File: src/rtl/bta_cla_32.sv
// Pipelined multi-operand adder: N unsigned m-bit operands plus a carry-in, summed by a
// balanced binary tree of carry-lookahead adders with one register stage per tree level.

module bta_cla_add #(
    parameter int W = 16
) (
    input  logic [W-1:0] a_i,
    input  logic [W-1:0] b_i,
    input  logic         cin_i,
    output logic [W:0]   sum_o
);
    // Full 4-bit groups only; a short top group (W not a multiple of 4) hangs off gc[NG].
    localparam int NG = W / 4;

    logic [W-1:0]  g, p;
    logic [W:0]    c;
    logic [NG-1:0] gg, gp;
    logic [NG:0]   gc;

    always_comb begin
        logic acc, prod;
        g    = a_i & b_i;
        p    = a_i ^ b_i;
        gg   = '0;
        gp   = '0;
        gc   = '0;
        c    = '0;
        acc  = 1'b0;
        prod = 1'b1;

        for (int k = 0; k < NG; k++) begin
            acc  = 1'b0;
            prod = 1'b1;
            for (int b = 3; b >= 0; b--) begin
                acc  = acc | (prod & g[4*k+b]);
                prod = prod & p[4*k+b];
            end
            gg[k] = acc;
            gp[k] = prod;
        end

        // Group carries are fully expanded sum-of-products, not a group ripple.
        gc[0] = cin_i;
        for (int k = 0; k < NG; k++) begin
            acc  = 1'b0;
            prod = 1'b1;
            for (int j = k; j >= 0; j--) begin
                acc  = acc | (prod & gg[j]);
                prod = prod & gp[j];
            end
            gc[k+1] = acc | (prod & cin_i);
        end

        for (int i = 0; i <= W; i++) begin
            acc  = 1'b0;
            prod = 1'b1;
            for (int b = (i % 4) - 1; b >= 0; b--) begin
                acc  = acc | (prod & g[i-(i%4)+b]);
                prod = prod & p[i-(i%4)+b];
            end
            c[i] = acc | (prod & gc[i/4]);
        end
    end

    assign sum_o = {c[W], p ^ c[W-1:0]};
endmodule

module bta_cla_32 #(
    parameter int N = 32,
    parameter int m = 16
) (
    input  logic                      clk,
    input  logic                      rst,
    input  logic [m*(N/8)-1:0]        A,
    input  logic [m*(N/8)-1:0]        B,
    input  logic [m*(N/8)-1:0]        C,
    input  logic [m*(N/8)-1:0]        D,
    input  logic [m*(N/8)-1:0]        E,
    input  logic [m*(N/8)-1:0]        F,
    input  logic [m*(N/8)-1:0]        G,
    input  logic [m*(N/8)-1:0]        H,
    input  logic                      C0,
    output logic [m+$clog2(N)-1:0]    sum,
    output logic                      carry
);
    localparam int LG = $clog2(N);

    // Operand k = (N/8)*port + slice; A occupies the low end.
    logic [N-1:0][m-1:0] ops;
    assign ops = {H, G, F, E, D, C, B, A};

    for (genvar L = 1; L <= LG; L++) begin : g_lvl
        localparam int NA = N >> L;
        localparam int AW = m + L - 1;

        logic [2*NA-1:0][AW-1:0] in_w;
        logic [NA-1:0][AW:0]     res_d;
        logic [NA-1:0][AW:0]     res_q;

        if (L == 1) begin : g_src
            assign in_w = ops;
        end else begin : g_src
            assign in_w = g_lvl[L-1].res_q;
        end

        for (genvar i = 0; i < NA; i++) begin : g_add
            bta_cla_add #(.W(AW)) u_add (
                .a_i   (in_w[2*i]),
                .b_i   (in_w[2*i+1]),
                .cin_i ((L == 1 && i == 0) ? C0 : 1'b0),
                .sum_o (res_d[i])
            );
        end

        always_ff @(posedge clk) begin
            if (rst) res_q <= '0;
            else     res_q <= res_d;
        end
    end

    assign sum = g_lvl[LG].res_q[0];
    // N*(2^m-1)+1 < 2^(m+log2 N) for any N > 1, so bit m+log2(N) of the total is always 0.
    assign carry = 1'b0;
endmodule

File: config.mk
export PLATFORM = sky130hd
export DESIGN_NAME = bta_cla_32
export DESIGN_NICKNAME = d
export VERILOG_FILES = /design/src/rtl/bta_cla_32.sv
export SDC_FILE = /design/constraint.sdc
export NUM_CORES = 2
export LEC_CHECK = 0
export CORE_UTILIZATION = 40
export DETAILED_ROUTE_END_ITERATION = 12
export DONT_BUFFER_PORTS = 1
export MAX_ROUTING_LAYER = met4
export PLACE_DENSITY = 0.54
export RECOVER_POWER = 100
export SYNTH_ARGS = -nofsm -noshare
export SYNTH_HDL_FRONTEND = slang
export SYNTH_SLANG_ARGS = --single-unit
File: constraint.sdc
create_clock -name clk -period 3.3 [get_ports clk]
set_input_delay 0.33 -clock clk [delete_from_list [all_inputs] [get_ports clk]]
set_output_delay 0.33 -clock clk [all_outputs]
set_load 0.05 [all_outputs]
==> results.sh <==
export IMPL_cts_htree_levels=2
export IMPL_vdd_drop_max_uv=430
export IMPL_clockRootBuffer="clkbuf_16"
export IMPL_gr_total_overflow=0
export IMPL_fin_crit_ns=3.23
export IMPL_clkTransAtPathRegs_ns=0.06
export IMPL_synth_edf_count=0
export IMPL_relSlewSlack=0.457
export IMPL_ant_nets=0
export IMPL_die_w_um=286
export IMPL_top_usage_layer="met2"
export IMPL_numCtsBuffers=60
export IMPL_grt_pass1_vias=25300
export IMPL_power_density_mw_per_mm2=581
export IMPL_vias=23700
export IMPL_cp_required_ns=3.81
export IMPL_cts_path_max_buffers=3
export IMPL_async_flop_share=0
export IMPL_cts_tree="yes"
export IMPL_final_min_period_over_clock_period=0.978
export IMPL_cp_start_kind="input pin"
export IMPL_yosysMostFrequentCell="dfxtp_1"
export IMPL_power_leakage_nw=18.8
export IMPL_slowest_stage="dlygate4sd3_1"
export IMPL_synth_cell_types=64
export IMPL_yosysTopAreaCell="dfxtp_1"
export IMPL_path_cells="dlygate4sd3_1, ha_1, a21o_1, a21o_1, a2111oi_4, o31ai_2, o41ai_2, buf_4, o21bai_1, fa_1, xnor2_1, nor2_1, dlygate4sd3_1"
export IMPL_fin_area_mm2=0.0395
export IMPL_io_pins=537
export IMPL_synth_cells=3218
export IMPL_ys_top_cells_by_area="dfxtp_1, ha_1, fa_1"
export IMPL_path_buf_inv=3
export IMPL_io_buffers=0
export IMPL_p_total_mw=22.9
export IMPL_critPathKind="in -> reg"
export IMPL_grt_use_met2=0.328
export IMPL_syn_area_per_cell_um2=10.0
export IMPL_grt_max_degree=366
export IMPL_mappedNetlistArea_mm2=0.0323
export IMPL_first_iter_violations=662
export IMPL_status="completed"
export IMPL_netlist_area_leader_share=0.343
export IMPL_synth_compound_area_frac=0.125
export IMPL_slew_viol_final=0
export IMPL_routedWlPerCell_um=16.3
export IMPL_drive_above_1_share=0.0530
export IMPL_clkLatencyLatePin_ns=0.62
export IMPL_ys_flop_type="dfxtp_1"
export IMPL_grt_use_total=0.192
export IMPL_synth_seq_cells=553
export IMPL_antenna_found_initial=8
export IMPL_syn_num_nets=4386
export IMPL_grt_pass1_wl_um=124000
export IMPL_crit_fanout=4
export IMPL_start_util=0.407
export IMPL_critical_path_endpoint_type="flip-flop"
export IMPL_viasPerCell=5.03
export IMPL_drtPass1Iterations=4
export IMPL_hold_class="in -> reg"
export IMPL_fp_row_count=103
export IMPL_cts_sinks=553
export IMPL_synth_xor_area_frac=0.0757
export IMPL_ys_top_cells_by_count="dfxtp_1, ha_1, nor2_1, xnor2_1, nor2b_1"
export IMPL_nNetsFinal=4781
export IMPL_path_delay_family="compound AO/OA/AOI/OAI gates"
export IMPL_dieArea_mm2=0.0818
export IMPL_synth_mux_area_frac=0.00488
export IMPL_yosys_area_share_simple=0.149
export IMPL_wl_um=76900
export IMPL_hold_viol=0
export IMPL_drc=0
export IMPL_area_growth_pct=22.2
export IMPL_tns_ns=0
export IMPL_skew_ns=0.0198
export IMPL_yosysWarnings=0
export IMPL_crit_arrival_ns=3.73
export IMPL_synthAdderAreaFrac=0.285
export IMPL_die_h_um=286
export IMPL_clock_fmax_ghz=0.310
export IMPL_tightest_slew_ns=0.813
export IMPL_place_congestion=0.878
export IMPL_post_dp_cell_area_mm2=0.0334
export IMPL_setup_violations=0
export IMPL_synth_top_family_by_area="adder cells"
export IMPL_core_mm2=0.0794
export IMPL_met1_usage=0.229
export IMPL_cap_viol_max_count=0
export IMPL_dpl_hpwl_um=59000
export IMPL_cpPeakStageDelay_ns=0.54
export IMPL_synth_yosys_seq_area_share=0.343
export IMPL_gr_usage_met3=0.0310
-- report_power, final --
group          leakage [nW]  internal (mW)  switching (mW)
Sequential             4.59           7.96            1.03
Clock                 0.977           3.99            2.73
Combinational          13.3           3.84            3.39
Total                  18.8           15.8            7.15
-- metrics by stage --
step           hold WS [ns]   util  instances  setup WS, ns
6_report             0.0325  0.497       4716        0.0740
5_1_grt              0.0237  0.497       4716       -0.0181
4_1_cts           0.0000623  0.495       4709        0.0229
3_5_place_dp          0.487  0.421       4215         0.118
3_3_place_gp          0.479  0.421       4215         0.125
2_1_floorplan         0.524      -       3218         0.426
-- sequential cells by signal (all words and copies together), names as in the netlist --
register / cells
sum: 21
g_lvl.res_q: 532
-- cell usage in the layout, fill, tap and decap left out, types with 80 or more instances in the layout --
cell type | Yosys | final
a21oi_1 | 133 | 124
nand2_1 | 89 | 89
dlygate4sd3_1 | 0 | 384
xnor2_1 | 215 | 215
dfxtp_1 | 553 | 553
inv_1 | 81 | 80
nor2_1 | 430 | 430
nor2b_1 | 186 | 186
ha_1 | 514 | 514
nor3_1 | 82 | 82
a21o_1 | 149 | 148
fa_1 | 139 | 139
-- cell families after synthesis --
logic type,Yosys count
AND/OR/NAND/NOR,998
other,1
XOR/XNOR,279
AO/OA/AOI/OAI,572
adder cells (fa/ha/maj),653
flip-flops,553
multiplexers,15
buffers and inverters,147
-- routing by layer --
metal	wire length, um	share of wire	vias to the layer above
li1	-	-	12000
met1	33800	0.44	11200
met2	37700	0.49	386
met3	3380	0.044	124
met4	2020	0.026	0
met5	0	0	-
-- worst reg2reg max path: cells and delay by family (launching register included) --
| family | cells | cell delay, ns |
|---|---|---|
| DFF | 1 | 0.33 |
| adders and majority gates | 2 | 0.49 |
| AOI/OAI and AO/OA | 7 | 1.60 |
| buffers and inverters | 1 | 0.55 |
| and+or+nand+nor | 1 | 0.05 |
-- cell type report --
class / count / area (um2)
antenna: 6 / 15.0
clock buffer: 83 / 1710
clock inverter: 26 / 277
fill: 7501 / 39900
inverter: 81 / 304
multi-input combinational: 2518 / 20800
sequential: 553 / 11100
tap: 1050 / 1310
timing repair buffer: 399 / 3980
-- worst paths after layout --
kind                                                       end  cells after the start  slack, ns                           start
worst max-delay path            g_lvl[1].res_q[251]$_SDFF_PP0_                     13       0.07                           H[16]
worst min-delay path            g_lvl[1].res_q[259]$_SDFF_PP0_                      2       0.03                           H[52]
worst max register to register  g_lvl[2].res_q[125]$_SDFF_PP0_                     11       0.15  g_lvl[1].res_q[205]$_SDFF_PP0_
worst min register to register   g_lvl[4].res_q[20]$_SDFF_PP0_                      2       0.57   g_lvl[3].res_q[57]$_SDFF_PP0_
-- timing repair --
action	in CTS	in global routing
gates resized for setup	0	31
endpoints found under the hold margin	521	0
setup buffers	0	1
setup endpoints to repair	0	25
hold buffers	385	0
Note: power is estimated with default switching activity, not from simulation.
